<file path="config.mk">
export PLATFORM = sky130hd
export DESIGN_NAME = instr_dispatch_fsm_flat
export DESIGN_NICKNAME = d
export VERILOG_FILES = /design/src/rtl/instr_dispatch_fsm_if.sv /design/src/rtl/instr_dispatch_fsm.sv /design/src/flat_wrapper.sv
export SDC_FILE = /design/constraint.sdc
export NUM_CORES = 1
export LEC_CHECK = 0
export BUFFER_PORTS_ARGS = -buffer_cell sky130_fd_sc_hd__buf_4
export CAP_MARGIN = 0
export CELL_PAD_IN_SITES_DETAIL_PLACEMENT = 1
export CELL_PAD_IN_SITES_GLOBAL_PLACEMENT = 2
export CORE_MARGIN = 2
export CORE_UTILIZATION = 23
export DETAILED_ROUTE_END_ITERATION = 10
export GPL_ROUTABILITY_DRIVEN = 0
export PLACE_DENSITY = 0.81
export SETUP_SLACK_MARGIN = 0.05
export SLEW_MARGIN = 20
export SYNTH_ARGS = -nofsm -noshare
export SYNTH_HDL_FRONTEND = slang
export SYNTH_SLANG_ARGS = --single-unit
</file>
<file path="constraint.sdc">
create_clock -name clk -period 2.2 [get_ports clk]
set_input_delay 0 -clock clk [delete_from_list [all_inputs] [get_ports clk]]
set_output_delay 0 -clock clk [all_outputs]
set_load 0.01 [all_outputs]
</file>
<file path="src/rtl/instr_dispatch_fsm_if.sv">
// Bus bundle for the instruction dispatch sequencer.
// Groups the start/length controls, the DDR refill handshake, the
// instruction-memory read port, the per-unit dispatch handshake and the
// status outputs.
//   master : the sequencer (drives req/addr/rd_en/instr_*/status)
//   slave  : the surrounding system (memory, loader, execution units)
interface instr_dispatch_fsm_if #(
  parameter int INSTR_W   = 64,
  parameter int ADDR_W    = 10,
  parameter int NUM_UNITS = 4
);
  logic                 acc_enable;
  logic [ADDR_W-1:0]    prog_len;
  logic                 i_mem_empty;
  logic                 ddr_fetch_req;
  logic                 ddr_fetch_ack;
  logic [ADDR_W-1:0]    i_mem_addr;
  logic                 i_mem_rd_en;
  logic [INSTR_W-1:0]   i_mem_din;
  logic [INSTR_W-1:0]   instr_data;
  logic [NUM_UNITS-1:0] instr_valid;
  logic [NUM_UNITS-1:0] instr_ready;
  logic [NUM_UNITS-1:0] unit_done;
  logic                 busy;
  logic                 prog_done;
  logic                 err_bad_unit;
  logic [ADDR_W:0]      instr_count;

  modport master (
    input  acc_enable, prog_len, i_mem_empty, ddr_fetch_ack, i_mem_din,
           instr_ready, unit_done,
    output ddr_fetch_req, i_mem_addr, i_mem_rd_en, instr_data, instr_valid,
           busy, prog_done, err_bad_unit, instr_count
  );

  modport slave (
    output acc_enable, prog_len, i_mem_empty, ddr_fetch_ack, i_mem_din,
           instr_ready, unit_done,
    input  ddr_fetch_req, i_mem_addr, i_mem_rd_en, instr_data, instr_valid,
           busy, prog_done, err_bad_unit, instr_count
  );
endinterface

</file>
<file path="src/rtl/instr_dispatch_fsm.sv">
// Top-level instruction sequencer.
// Fetches instructions from the instruction memory (refilling it from DDR
// when empty), decodes the 4-bit unit field in the top bits, dispatches each
// instruction to one execution unit over valid/ready, waits for that unit's
// done pulse and moves on until prog_len instructions or a HALT (unit 4'hF).
// Ports:
//   clk  : clock
//   rst  : synchronous, active-high reset
//   bus  : instr_dispatch_fsm_if.master (memory, DDR refill, dispatch, status)
module instr_dispatch_fsm #(
  parameter int INSTR_W   = 64,
  parameter int ADDR_W    = 10,
  parameter int NUM_UNITS = 4
) (
  input  logic                  clk,
  input  logic                  rst,
  instr_dispatch_fsm_if.master  bus
);

  typedef enum logic [3:0] {
    S_IDLE, S_CHK, S_LOAD, S_RD, S_CAP, S_DEC, S_DSP, S_EXE, S_ADV, S_FIN
  } state_t;

  localparam logic [ADDR_W:0]   COUNT_ONE = 1;
  localparam logic [ADDR_W-1:0] ADDR_ONE  = 1;
  // prog_len == 0 stands for a full memory of 2**ADDR_W instructions
  localparam logic [ADDR_W:0]   COUNT_FULL = {1'b1, {ADDR_W{1'b0}}};

  state_t               state, state_next;
  logic [3:0]           unit;
  logic [NUM_UNITS-1:0] unit_sel;
  logic                 unit_halt;
  logic                 unit_ok;
  logic [ADDR_W:0]      count_inc;
  logic [ADDR_W:0]      count_target;
  logic                 last_instr;

  // The unit field is taken from the captured instruction, which stays
  // stable from DEC through EXE, so the selection needs no extra register.
  assign unit      = bus.instr_data[INSTR_W-1 -: 4];
  assign unit_halt = (unit == 4'hF);
  assign unit_ok   = (unit < 4'(NUM_UNITS));

  always_comb begin
    unit_sel = '0;
    for (int i = 0; i < NUM_UNITS; i++) unit_sel[i] = (unit == 4'(i));
  end

  assign count_inc    = bus.instr_count + COUNT_ONE;
  assign count_target = (bus.prog_len == '0) ? COUNT_FULL : {1'b0, bus.prog_len};
  assign last_instr   = (count_inc == count_target);

  always_ff @(posedge clk) begin
    if (rst) state <= S_IDLE;
    else     state <= state_next;
  end

  // Next state and the state-decoded outputs. Decoding req/valid from the
  // state means a reset drops them as soon as the state returns to IDLE.
  always_comb begin
    state_next        = state;
    bus.ddr_fetch_req = 1'b0;
    bus.i_mem_rd_en   = 1'b0;
    bus.instr_valid   = '0;
    bus.busy          = (state != S_IDLE);
    bus.prog_done     = 1'b0;
    case (state)
      S_IDLE: if (bus.acc_enable) state_next = S_CHK;
      S_CHK:  state_next = bus.i_mem_empty ? S_LOAD : S_RD;
      S_LOAD: begin
        bus.ddr_fetch_req = 1'b1;
        if (bus.ddr_fetch_ack) state_next = S_CHK;
      end
      S_RD: begin
        bus.i_mem_rd_en = 1'b1;
        state_next      = S_CAP;
      end
      S_CAP: state_next = S_DEC;
      S_DEC: begin
        if (unit_halt)    state_next = S_FIN;
        else if (unit_ok) state_next = S_DSP;
        else              state_next = S_ADV;
      end
      S_DSP: begin
        bus.instr_valid = unit_sel;
        if (|(bus.instr_ready & unit_sel)) state_next = S_EXE;
      end
      // done is only looked at here, so a done coincident with the
      // transfer cycle in DSP is never taken as completion
      S_EXE: if (|(bus.unit_done & unit_sel)) state_next = S_ADV;
      S_ADV: state_next = last_instr ? S_FIN : S_CHK;
      S_FIN: begin
        bus.prog_done = 1'b1;
        state_next    = S_IDLE;
      end
      default: state_next = S_IDLE;
    endcase
  end

  always_ff @(posedge clk) begin
    if (rst) begin
      bus.i_mem_addr   <= '0;
      bus.instr_data   <= '0;
      bus.instr_count  <= '0;
      bus.err_bad_unit <= 1'b0;
    end else begin
      case (state)
        S_IDLE: begin
          if (bus.acc_enable) begin
            bus.i_mem_addr   <= '0;
            bus.instr_count  <= '0;
            bus.err_bad_unit <= 1'b0;
          end
        end
        S_CAP: bus.instr_data <= bus.i_mem_din;
        S_DEC: begin
          // HALT counts as a completed instruction; a bad unit code is
          // counted later in ADV like any completed instruction
          if (unit_halt)     bus.instr_count  <= count_inc;
          else if (!unit_ok) bus.err_bad_unit <= 1'b1;
        end
        S_ADV: begin
          bus.instr_count <= count_inc;
          // address wraps naturally at 2**ADDR_W
          if (!last_instr) bus.i_mem_addr <= bus.i_mem_addr + ADDR_ONE;
        end
        S_FIN: bus.i_mem_addr <= '0;
        default: ;
      endcase
    end
  end

endmodule

</file>
<file path="src/flat_wrapper.sv">
// flat-port wrapper written by rule: the top's interface ports become plain ports
module instr_dispatch_fsm_flat 
#(
  parameter int INSTR_W   = 64,
  parameter int ADDR_W    = 10,
  parameter int NUM_UNITS = 4
)
  (clk, rst, bus_acc_enable, bus_prog_len, bus_i_mem_empty, bus_ddr_fetch_ack, bus_i_mem_din, bus_instr_ready, bus_unit_done, bus_ddr_fetch_req, bus_i_mem_addr, bus_i_mem_rd_en, bus_instr_data, bus_instr_valid, bus_busy, bus_prog_done, bus_err_bad_unit, bus_instr_count);
  instr_dispatch_fsm_if #(.INSTR_W(INSTR_W), .ADDR_W(ADDR_W), .NUM_UNITS(NUM_UNITS)) bus_i ();
  input  logic clk;
  input  logic rst;
  input wire logic [$bits(bus_i.acc_enable)-1:0] bus_acc_enable;
  input wire logic [$bits(bus_i.prog_len)-1:0] bus_prog_len;
  input wire logic [$bits(bus_i.i_mem_empty)-1:0] bus_i_mem_empty;
  input wire logic [$bits(bus_i.ddr_fetch_ack)-1:0] bus_ddr_fetch_ack;
  input wire logic [$bits(bus_i.i_mem_din)-1:0] bus_i_mem_din;
  input wire logic [$bits(bus_i.instr_ready)-1:0] bus_instr_ready;
  input wire logic [$bits(bus_i.unit_done)-1:0] bus_unit_done;
  output wire logic [$bits(bus_i.ddr_fetch_req)-1:0] bus_ddr_fetch_req;
  output wire logic [$bits(bus_i.i_mem_addr)-1:0] bus_i_mem_addr;
  output wire logic [$bits(bus_i.i_mem_rd_en)-1:0] bus_i_mem_rd_en;
  output wire logic [$bits(bus_i.instr_data)-1:0] bus_instr_data;
  output wire logic [$bits(bus_i.instr_valid)-1:0] bus_instr_valid;
  output wire logic [$bits(bus_i.busy)-1:0] bus_busy;
  output wire logic [$bits(bus_i.prog_done)-1:0] bus_prog_done;
  output wire logic [$bits(bus_i.err_bad_unit)-1:0] bus_err_bad_unit;
  output wire logic [$bits(bus_i.instr_count)-1:0] bus_instr_count;
  assign bus_i.acc_enable = bus_acc_enable;
  assign bus_i.prog_len = bus_prog_len;
  assign bus_i.i_mem_empty = bus_i_mem_empty;
  assign bus_i.ddr_fetch_ack = bus_ddr_fetch_ack;
  assign bus_i.i_mem_din = bus_i_mem_din;
  assign bus_i.instr_ready = bus_instr_ready;
  assign bus_i.unit_done = bus_unit_done;
  assign bus_ddr_fetch_req = bus_i.ddr_fetch_req;
  assign bus_i_mem_addr = bus_i.i_mem_addr;
  assign bus_i_mem_rd_en = bus_i.i_mem_rd_en;
  assign bus_instr_data = bus_i.instr_data;
  assign bus_instr_valid = bus_i.instr_valid;
  assign bus_busy = bus_i.busy;
  assign bus_prog_done = bus_i.prog_done;
  assign bus_err_bad_unit = bus_i.err_bad_unit;
  assign bus_instr_count = bus_i.instr_count;
  instr_dispatch_fsm #(.INSTR_W(INSTR_W), .ADDR_W(ADDR_W), .NUM_UNITS(NUM_UNITS)) u_core (.clk(clk), .rst(rst), .bus(bus_i));
endmodule
</file>
* Word level (Yosys, flattened, before mapping) *
Index checks and enable logic that the tools add are counted.

storage, ports and cells
  bits in registers = 90
  bits of input ports = 87
  output and inout bits = 94

cells by class
  $add $sub $neg = 2
  order comparisons = 1
  eq/ne operators = 22
  muxes and demuxes = 24
  bitwise gates (word level) = 2
  reduce and logical (&&, ||, !) cells = 13

operators by type and width
  kind                   count
  $pmux 4 s9             1
  $mux 11                3
  $pmux 11 s3            1
  $mux 4                 8
  $pmux 10 s3            1
  $mux 10                2
  $eq 4x2->1 const B     4
  $eq 4x3->1 const B     4
  $eq 4x4->1 const B     3
  $add 11x1->11 const B  1
  $eq 11x11->1           1
  $add 10x1->10 const B  1
  $logic_not 10->1       1
  $ne 2x2->1 const B     5
  $and 4x4->4            2
  $eq 4x1->1 const B     2
  $logic_not 4->1        2
  $reduce_and 4->1       2
  $reduce_or 4->1        2
  $mux 1                 7
  $ne 2x1->1 const B     3
  $reduce_and 3->1       2
  $reduce_bool 3->1      2
  $lt 4x3->1 const B     1
  other kinds (3)        3

* Depth between registers and ports, before layout *
Gate-level depths: netlist of the first run.

  word-level depth = 5
  mapped depth = 11
  gate-level depth less buffers = 8

* Least setup slack after synthesis of the first run *
No wires, ideal clock.

  path kind = reg2reg
  start point = register u_core.bus.instr_count[0] (netlist bit)
  end point = register u_core.bus.i_mem_addr[2]
  arrival time = 2.370 ns
  data required time = 2.129 ns
  setup slack = -0.241 ns
  stages on the path, launching flop included = 11
  path buffers = 2
  period minus slack after synthesis = 2.441 ns
  cell sequence = dfxtp_1 -> ha_1 -> and4_1 -> buf_2 -> nand4_2 -> nor2_2 -> xnor2_1 -> nor4_2 -> buf_6 -> or4b_1 -> a21oi_1

on the way
  longest elaborated chain between the ends = 4

ends and longest elaborated chain
  item                        line                         RTL
  start, declared             instr_dispatch_fsm_if.sv:33  busy, prog_done, err_bad_unit, instr_count
  start signal, assigned      instr_dispatch_fsm.sv:119    if (unit_halt) bus.instr_count <= count_inc;
  start signal, assigned      instr_dispatch_fsm.sv:123    bus.instr_count <= count_inc;
  $add 11x1->11               instr_dispatch_fsm.sv:49     assign count_inc = bus.instr_count + COUNT_ONE;
  $eq 11x11->1                instr_dispatch_fsm.sv:51     assign last_instr = (count_inc == count_target);
  $ne 2x2->1 (no line)        n/a
  $reduce_and 3->1 (no line)  n/a
  end signal, assigned        instr_dispatch_fsm.sv:125    if (!last_instr) bus.i_mem_addr <= bus.i_mem_addr + ADDR_ONE;
  end, declared               instr_dispatch_fsm_if.sv:32  output ddr_fetch_req, i_mem_addr, i_mem_rd_en, instr_data, instr_valid,

No other way between the ends.
A chain may end at the register's enable or synchronous reset.

* Worst setup path in the final report of the first run *
  start point = register u_core.bus.instr_count[1] (netlist bit)
  end point = register u_core.bus.i_mem_addr[3]

The elaborated chain is that of the path after synthesis.

==> results of run 1 <==
per-layer routing:
metal / wire (um) / up-vias
met2: 9077 / 149
li1: - / 2347
met3: 1249 / 37
met1: 7032 / 2319
met5: 13 / -
met4: 468 / 2
registers in the layout, summed over array words and instances (netlist names):
register / count
u_core.bus.instr_data: 64
u_core.bus.instr_count: 11
u_core.bus.i_mem_addr: 10
u_core.state: 4
u_core.bus.err_bad_unit: 1
metrics by stage:
step / hold WS (ps) / util, % / setup TNS, ps / instance area (um^2)
4_1_cts: 85.63 / 39.92 / -294.7 / 6953
3_5_place_dp: 250.9 / 33.86 / -687.5 / 5898
2_1_floorplan: 109.7 / - / 0 / 4155
3_3_place_gp: 246.4 / 33.86 / -80.41 / 5898
6_report: 91.38 / 41.36 / -1120 / 7203
5_1_grt: 102.0 / 41.36 / -1958 / 7203
power by group through the flow:
stage | combinational (uW) | sequential, uW | clock [uW]
after detailed placement | 625 | 1740 | 0
after floorplan | 268 | 1760 | 0
after CTS | 721 | 1700 | 1660
after global routing | 812 | 1710 | 1730
after global placement | 606 | 1740 | 0
final | 746 | 1700 | 1610
cell type report:
type                    count  area, um^2
inverters                   5       18.77
flip-flops and latches     90        1813
repair buffers            291        2457
clock inverters             7       73.82
clock buffers               9       225.2
well taps                 225       281.5
fillers                  2050       10210
multi-input cells         396        2333
logic make-up after synthesis:
family                     Yosys count  synth area share, %
muxes                                5                1.853
AOI/OAI and AO/OA                  133                18.07
and+or+nand+nor                    240                27.49
adders and majority gates            2               0.6074
xor gates and xnor gates            16                3.402
buffers and inverters               46                4.830
DFF                                 90                43.74
repair_timing:
item / CTS / global route
pin swaps: 8 / 21
gates cloned: 2 / 1
hold buffers: 65 / 0
gates resized for setup: 11 / 35
hold endpoints to repair: 65 / 0
setup buffers: 3 / 8
endpoints found under the setup margin: 11 / 13
worst max-delay path by stage:
stage,start,cells past startpoint,endpoint,slack (ps)
2_1_floorplan,u_core.bus.instr_count[0],10,u_core.bus.i_mem_addr[2],60
3_3_place_gp,u_core.bus.instr_count[0],9,u_core.bus.i_mem_addr[6],-50
3_5_place_dp,u_core.bus.instr_count[0],9,u_core.bus.i_mem_addr[6],-140
4_1_cts,u_core.bus.instr_count[0],10,u_core.bus.i_mem_addr[2],-60
5_1_grt,u_core.bus.instr_count[1],10,u_core.bus.i_mem_addr[6],-220
6_report,u_core.bus.instr_count[1],10,u_core.bus.i_mem_addr[3],-150
critical path, cell delays in order (launching register included):
cell,delay (ps)
dfxtp_4,370
ha_4,160
and4_4,280
a21o_1,180
o22ai_2,100
a21oi_2,240
nor4_4,60
buf_6,150
clkbuf_16,150
or4b_4,480
a21oi_2,120
cell usage in the layout (no fill, tap or decap), drive strengths merged, types with 4 or more instances in the layout:
master and n:
nand2 145, xor2 5, inv 8, nor3 11, o21ai 23, nand3b 5
or4b 4, or4 4, dfxtp 90, clkbuf 10, xnor2 11, buf 225
and3 5, nand3 9, a21oi 87, nor2 26, nor3b 4, dlygate4sd3 65
nor4 7, nor2b 6, nand4 4
==> results.tsv, run 1 <==
stage	metric	value	unit
power	clock share of power	39.6	%
synthesis	synth unique cells	54	
placement	Detailed Place HPWL	11.40	mm
global_route	global route overflow	0	
timing	Worst Tran Pin Value	670.4	ps
global_route	grt met3 use	6.328	%
power	Max VDD drop	0.3415	mV
synthesis	register bit total from synthesis	90	
die	die area	0.01899	mm^2
critical_path	Critical Path RT	2480	ps
cells_and_area	layout net count	882	
global_route	antenna violations before repair	1	
worst_hold_path	hold worst-path end	u_core.state[0]	
timing	Slew headroom	55.31	%
critical_path	Critical Path AT	2640	ps
synthesis	Syn Nets	621	
route	total wire length	17.84	mm
critical_path	reg2reg setup slack	-150	ps
clocking	CTS clk-pin slew, worst paths	70	ps
power	Int Power	2938	uW
timing	Slew Viols, Final	0	
clocking	clock latency at the later pin of the worst-skew pair	350	ps
synthesis	Yosys warning count	0	
placement	I/O Buffers	180	
worst_hold_path	Hold WC Path Type	input pin to register	
timing	RSZ-0062 raised after global routing	true	
synthesis	Post-synth top cells	nand2_1, dfxtp_1, a21oi_1	
route	DRT Pass-1 Iters	4	
route	residual DRC count	0	
critical_path	nature of the critical path startpoint	register	
synthesis	Primary FF master, synth	dfxtp_1	
timing	minimum clock period	2354	ps
synthesis	Syn Area/Cell	7.742	um^2
critical_path	CP Max Fanout	5	
synthesis	Synth area leaders	dfxtp_1, nand2_1, a21oi_1	
clocking	depth of the CTS H-tree	3	
worst_hold_path	Hold Path Origin	bus_i_mem_empty	
synthesis	share of the synthesized area in the top cell type	43.74	%
worst_hold_path	Min-Delay Path Depth	5	
run	MaxCap Viol Count	0	
timing	Clock Skew	11.29	ps
timing	Fin. Hold Viols	0	
clocking	Clock Tree Root	clkbuf_16	
power	static leakage	0.002925	uW
global_route	vias in the first global route	5121	
timing	Tcrit/Tclk final	107.0	%
route	initial DRC count	155	
critical_path	critical path class	register to register	
critical_path	Crit. End Element	register	
global_route	GR Util met2	31.73	%
power	Power Dens Cells	562.9	mW/mm^2
clocking	Sink Count	90	
critical_path	RR Startpoint	u_core.bus.instr_count[1]	
synthesis	Gate Count Post-Synth	532	
cells_and_area	Final Instance Count excl. Fillers	1023	
route	ANT nets after route	0	
cells_and_area	layout overhead on the synthesized area	74.88	%
power	Gate power share	18.4	%
die	Core Region	0.01742	mm^2
clocking	cts bufs inserted	9	
route	wire length per cell	17.44	um
critical_path	Reg2Reg Depth	10	
timing	final worst setup slack	-154.1	ps
cells_and_area	ant diodes	0	
placement	dpl ws	-140.2	ps
die	# IOs	181	
power	switching share of power	27.55	%
power	sequential fraction of design power	42.0	%
route	via count	4854	
critical_path	reg2reg end	u_core.bus.i_mem_addr[3]	
die	num rows	48	
die	die width	137.8	um
cells_and_area	layout cells sized above 1	36.59	%
global_route	Top Usage Layer GRT	met2	
clocking	CTS tree	yes	
timing	Achievable Freq	424.8	MHz
global_route	M1 GR Usage	20.29	%
global_route	Total GRT Usage	18.00	%
die	Die Y	137.8	um
timing	final setup vio count	11	
power	Final Power	4055	uW
synthesis	top-count cell post-synth	nand2_1	
synthesis	Cell Area, Synth	0.004119	mm^2
run_status	outcome	finished with violations	
route	vias per cell	4.745	
global_route	first-pass GRT wire length	26.63	mm
placement	DP Cell Count	928	
clocking	Clock Tree Buf Depth	2	
power	Switch Pwr	1117	uW
global_route	largest net degree at the start of global routing	64	
run_status	failing checks	negative setup slack	
synthesis	biggest area consumer among synthesized cells	dfxtp_1	
synthesis	Post-synth EDFFs	0	
die	Starting Density	23.65	%
synthesis	Async S/R FF share, synth	0	%
synthesis	fraction of the yosys area taken by sequential cells	43.74	%
No activity file was read; power rests on OpenSTA's default activity.
==> run 2, diff against run 1 <==
--- a/config.mk
+++ b/config.mk
@@ -10,10 +10,9 @@
 export CELL_PAD_IN_SITES_DETAIL_PLACEMENT = 1
 export CELL_PAD_IN_SITES_GLOBAL_PLACEMENT = 2
 export CORE_MARGIN = 2
-export CORE_UTILIZATION = 23
+export CORE_UTILIZATION = 25
 export DETAILED_ROUTE_END_ITERATION = 10
-export GPL_ROUTABILITY_DRIVEN = 0
-export PLACE_DENSITY = 0.81
+export PLACE_DENSITY = 0.84
 export SETUP_SLACK_MARGIN = 0.05
 export SLEW_MARGIN = 20
 export SYNTH_ARGS = -nofsm -noshare
==> constraint.sdc (replaced) <==
create_clock -name clk -period 2.7 [get_ports clk]
set_input_delay 0 -clock clk [delete_from_list [all_inputs] [get_ports clk]]
set_output_delay 0 -clock clk [all_outputs]
set_load 0.01 [all_outputs]
==> run 2 against run 1 <==
  * The flow now finishes without violations
  * Fmax shrank 2.1%
  * Design area is 7.2% lower
  * Wire length down 13%
  * Die area is 7.8% lower
  * Non-clock buffer count fell by 30
==> results.tsv, run 2 (same netlist as run 1, synthesis figures left out) <==
stage	metric	value	unit
run_status	outcome	completed	
critical_path	Worst setup startpoint	u_core.bus.instr_count[1]	
timing	Slew headroom	62.82	%
route	initial DRC count	161	
placement	DP Cell Count	903	
critical_path	Largest delay share family, worst path	simple AND/OR/NAND/NOR gates	
cells_and_area	max reg flops	64	
worst_hold_path	Hold WC Path Type	input pin to register	
critical_path	reg2reg setup slack	300	ps
clocking	clock latency at the later pin of the worst-skew pair	350	ps
power	Final Power	3356	uW
power	Max VDD drop	0.3301	mV
die	Core Region	0.01600	mm^2
critical_path	Worst setup endpoint	u_core.bus.i_mem_addr[2]	
route	DRT Pass-1 Iters	5	
die	Starting Density	25.74	%
route	residual DRC count	0	
route	ANT nets after route	0	
critical_path	critical path, cell by cell	ha_1, and4_2, nand4_2, nor2_2, xnor2_1, nor4_2, buf_6, or4b_1, a21oi_1	
die	# IOs	181	
critical_path	RR Startpoint	u_core.bus.instr_count[1]	
cells_and_area	layout net count	852	
die	die width	132.4	um
clocking	Sink Count	90	
critical_path	buffers and inverters on the worst path	1	
clocking	Clock Tree Buf Depth	2	
clocking	CTS clk-pin slew, worst paths	70	ps
critical_path	nature of the critical path startpoint	register	
timing	Setup TNS	0	ps
clocking	CTS tree	yes	
global_route	Total GRT Usage	17.98	%
cells_and_area	layout cells sized above 1	30.34	%
timing	Achievable Freq	416.1	MHz
clocking	depth of the CTS H-tree	3	
power	Power Dens Cells	502.0	mW/mm^2
timing	Worst Tran Pin Value	557.7	ps
critical_path	Crit. End Element	register	
cells_and_area	largest registers	u_core.bus.instr_data x64, u_core.bus.instr_count x11, u_core.bus.i_mem_addr x10	
cells_and_area	# fillers	1932	
critical_path	Slowest cell on crit path	or4b_1	
timing	Clock Skew	10.66	ps
cells_and_area	Final Instance Count excl. Fillers	984	
timing	Fin. Hold Viols	0	
global_route	largest net degree at the start of global routing	65	
cells_and_area	commonest non-fill, non-tap cell in the layout	buf_4	
cells_and_area	Largest Register	u_core.bus.instr_data	
critical_path	Critical Path AT	2690	ps
timing	Hold Slack	119.2	ps
global_route	antenna violations before repair	0	
critical_path	Reg2Reg Depth	9	
cells_and_area	commonest cells after routing, fill and taps aside	buf_4, nand2_1, dfxtp_1	
global_route	vias in the first global route	5062	
critical_path	Critical Path RT	2990	ps
timing	minimum clock period	2404	ps
timing	RSZ-0062 raised after global routing	false	
global_route	first-pass GRT wire length	25.50	mm
clocking	cts bufs inserted	9	
critical_path	CP Max Fanout	20	
die	num rows	46	
critical_path	reg2reg end	u_core.bus.i_mem_addr[2]	
critical_path	Crit path largest cell delay	510	ps
cells_and_area	ant diodes	0	
timing	final setup vio count	0	
route	wire length per cell	15.81	um
die	die area	0.01752	mm^2
run	MaxCap Viol Count	0	
timing	Tcrit/Tclk final	89.02	%
critical_path	critical path depth in cells	9	
route	total wire length	15.56	mm
placement	Detailed Place HPWL	10.49	mm
route	via count	4671	
placement	Final GP Congestion	0.8295	
power	static leakage	0.002667	uW
route	vias per cell	4.747	
timing	Slew Viols, Final	0	
global_route	global route overflow	0	
clocking	Clock Tree Root	clkbuf_16	
die	Die Y	132.4	um
cells_and_area	layout overhead on the synthesized area	62.27	%
placement	I/O Buffers	180	
critical_path	critical path class	register to register	
## run 2: layout make-up
cell class                 count  area (um^2)  share of cell area, %
clock buffer                   9        225.2                  3.370
clock inverter                 7        100.1                  1.498
inverter                       5        18.77                 0.2808
multi-input combinational    396         2126                  31.80
sequential                    90         1805                  27.01
tap                          216        270.3                  4.043
timing repair buffer         261         2138                  31.99
## run 2: metrics by stage
| stage | utilization [%] | setup WS, ps | cell area [um^2] |
|---|---|---|---|
| 3_5_place_dp | 35.62 | 149.5 | 5699 |
| 3_3_place_gp | 35.62 | 279.5 | 5699 |
| 5_1_grt | 41.77 | 74.44 | 6684 |
| 4_1_cts | 41.72 | 130.0 | 6675 |
| 2_1_floorplan | - | 258.7 | 4119 |
| 6_report | 41.77 | 296.5 | 6684 |
## run 2: where the power goes
| part | switching [uW] | internal [uW] | total [uW] |
|---|---|---|---|
| clock network | 579 | 820 | 1400 |
| logic | 273 | 284 | 557 |
| registers | 33.6 | 1370 | 1400 |
## run 2: worst min-delay path by stage
stage,startpoint,endpoint,slack (ps),cells past startpoint
detailed placement,bus_acc_enable,u_core.bus.err_bad_unit,250,2
global placement,bus_acc_enable,u_core.bus.err_bad_unit,240,2
finish,rst,u_core.bus.instr_count[3],120,2
global route,rst,u_core.bus.instr_count[0],150,2
floorplan,bus_acc_enable,u_core.bus.err_bad_unit,110,1
CTS,rst,u_core.bus.instr_count[3],120,2
## run 2: per-layer routing
layer | global-route usage, % | vias to the layer above | routed length [um]
li1 | - | 2292 | -
met5 | 0 | - | 0
met2 | 32.15 | 142 | 7765
met3 | 6.228 | 22 | 1203
met4 | 6.452 | 0 | 302
met1 | 19.65 | 2215 | 6285
## run 2: what timing repair did
item / 4_1_cts / 5_1_grt
hold endpoints to repair: 65 / 0
endpoints found under the setup margin: 0 / 8
resized for setup: 0 / 6
hold buffers: 65 / 0
setup buffers: 0 / 0
==> run 3, diff against run 2 <==
--- a/config.mk
+++ b/config.mk
@@ -5,6 +5,7 @@
 export SDC_FILE = /design/constraint.sdc
 export NUM_CORES = 1
 export LEC_CHECK = 0
+export ABC_CLOCK_PERIOD_IN_PS = 2300
 export BUFFER_PORTS_ARGS = -buffer_cell sky130_fd_sc_hd__buf_4
 export CAP_MARGIN = 0
 export CELL_PAD_IN_SITES_DETAIL_PLACEMENT = 1
==> constraint.sdc (replaced) <==
create_clock -name clk -period 2.3 [get_ports clk]
set_input_delay 0 -clock clk [delete_from_list [all_inputs] [get_ports clk]]
set_output_delay 0 -clock clk [all_outputs]
set_load 0.01 [all_outputs]
==> run 3 against run 2 <==
  * The run now ends with negative setup slack left
  * Clock power rose by 10%
  * Sequential share of layout area fell by 1.4 points
  * Die area did not move
  * Final cell count rose by 2.6%
  * Critical endpoint unchanged
  * Utilization rose by 2.5 points
  * Design area rose by 5.9%
  * Clock skew fell by 1.7 ps
==> results.tsv, run 3 (same netlist as run 1, synthesis figures left out) <==
stage	metric	value	unit
timing	Slew Viols, Final	0	
run_status	failing checks	negative setup slack	
critical_path	CP Max Fanout	5	
power	switching share of power	27.18	%
cells_and_area	ant diodes	0	
die	die width	132.4	um
cells_and_area	commonest cells after routing, fill and taps aside	buf_4, nand2_1, a21oi_1, dfxtp_1, dlygate4sd3_1	
route	residual DRC count	0	
critical_path	critical path class	register to register	
die	die area	0.01752	mm^2
cells_and_area	commonest non-fill, non-tap cell in the layout	buf_4	
route	via count	4769	
global_route	antenna violations before repair	0	
power	Power Dens Cells	543.6	mW/mm^2
cells_and_area	Largest Register	u_core.bus.instr_data	
timing	final setup vio count	1	
global_route	vias in the first global route	5140	
power	Switch Pwr	1046	uW
timing	Achievable Freq	434.5	MHz
clocking	cts bufs inserted	9	
placement	Detailed Place HPWL	10.33	mm
global_route	Total GRT Usage	18.46	%
power	sequential fraction of design power	42.4	%
critical_path	Crit. End Element	register	
route	vias per cell	4.722	
critical_path	Critical Path AT	2580	ps
clocking	clock latency at the later pin of the worst-skew pair	350	ps
timing	Tcrit/Tclk final	100.1	%
worst_hold_path	Hold WC Path Type	input pin to register	
placement	I/O Buffers	180	
cells_and_area	max reg flops	64	
clocking	Clock Tree Root	clkbuf_16	
global_route	first-pass GRT wire length	26.08	mm
clocking	Sink Count	90	
cells_and_area	layout net count	878	
power	clock share of power	39.9	%
critical_path	Critical Path RT	2570	ps
cells_and_area	post-layout util	44.25	%
die	num rows	46	
power	Gate power share	17.7	%
die	# IOs	181	
route	initial DRC count	169	
cells_and_area	largest registers	u_core.bus.instr_data x64, u_core.bus.instr_count x11, u_core.bus.i_mem_addr x10	
clocking	CTS clk-pin slew, worst paths	70	ps
cells_and_area	layout overhead on the synthesized area	71.90	%
timing	Fin. Hold Viols	0	
timing	minimum clock period	2302	ps
timing	RSZ-0062 raised after global routing	true	
timing	final worst setup slack	-1.664	ps
placement	Final GP Congestion	0.8562	
die	Core Region	0.01600	mm^2
timing	Clock Skew	8.971	ps
cells_and_area	# fillers	1922	
run_status	outcome	finished with violations	
route	total wire length	16.58	mm
critical_path	nature of the critical path startpoint	register	
timing	Hold Slack	106.0	ps
clocking	Clock Tree Buf Depth	2	
cells_and_area	layout cells sized above 1	34.76	%
global_route	largest net degree at the start of global routing	95	
timing	Worst Tran Pin Value	1028	ps
timing	Slew headroom	31.49	%
power	Max VDD drop	0.3886	mV
clocking	CTS tree	yes	
route	wire length per cell	16.41	um
global_route	global route overflow	0	
route	ANT nets after route	0	
run	MaxCap Viol Count	0	
die	Starting Density	25.74	%
clocking	depth of the CTS H-tree	3	
route	DRT Pass-1 Iters	4	
power	static leakage	0.002897	uW
power	Int Power	2803	uW
die	Die Y	132.4	um
-- run 3: power groups by stage --
stage / combinational, uW / sequential, uW / clock, uW
global placement: 563 / 1660 / 0
finish: 682 / 1630 / 1540
global route: 748 / 1640 / 1660
detailed placement: 578 / 1670 / 0
CTS: 674 / 1630 / 1580
floorplan: 257 / 1680 / 0
-- run 3: metal layers --
| metal | wire (um) | GRT usage, % | up-vias |
|---|---|---|---|
| li1 | - | - | 2335 |
| met5 | 0 | 0 | - |
| met1 | 6679 | 20.70 | 2284 |
| met2 | 8405 | 32.41 | 126 |
| met4 | 325 | 5.914 | 0 |
| met3 | 1167 | 6.805 | 24 |
-- run 3: path summary, 6_finish.rpt --
path	startpoint	end	slack, ps	cells after the start
max reg2reg	u_core.bus.instr_count[1]	u_core.bus.i_mem_addr[2]	-2	10
max	u_core.bus.instr_count[1]	u_core.bus.i_mem_addr[2]	-2	10
min	bus_i_mem_empty	u_core.state[0]	110	5
min reg2reg	u_core.bus.instr_data[22]	u_core.bus.instr_data[22]	460	2
-- run 3: worst max-delay path, cell delays in order, from the launching register on --
cell and delay, ps:
dfxtp_4 360, ha_4 170, and4_4 280, nand4_4 120
nor2_4 150, xnor2_2 150, nor4_4 80, buf_6 140
clkbuf_16 150, or4b_1 490, a21oi_1 130
-- run 3: repair_timing --
action,CTS,global route
gates cloned,2,1
hold buffers,65,0
hold endpoints to repair,65,0
endpoints found under the setup margin,9,12
pin swaps,9,17
setup buffers,7,9
gates resized for setup,17,20
-- run 3: layout make-up --
| cell class | instances | area [um^2] | area share, % |
|---|---|---|---|
| inverter | 5 | 18.77 | 0.2651 |
| tap | 216 | 270.3 | 3.817 |
| clock buffer | 10 | 229.0 | 3.234 |
| multi-input combinational | 396 | 2267 | 32.02 |
| clock inverter | 6 | 70.07 | 0.9896 |
| timing repair buffer | 287 | 2411 | 34.05 |
| sequential | 90 | 1814 | 25.62 |
-- run 3: stage by stage --
step                      std cells  power, uW  setup TNS, ps  instance area, um^2  setup WS, ps
after floorplan                 532       1938              0                 4136         93.22
after global placement          910       2227         -2.085                 5782        -2.085
after detailed placement        910       2245         -351.8                 5782        -97.98
after CTS                      1000       3880              0                 6899         11.53
after global routing           1010       4041         -770.0                 7081        -122.2
final                          1010       3849         -1.664                 7081        -1.664
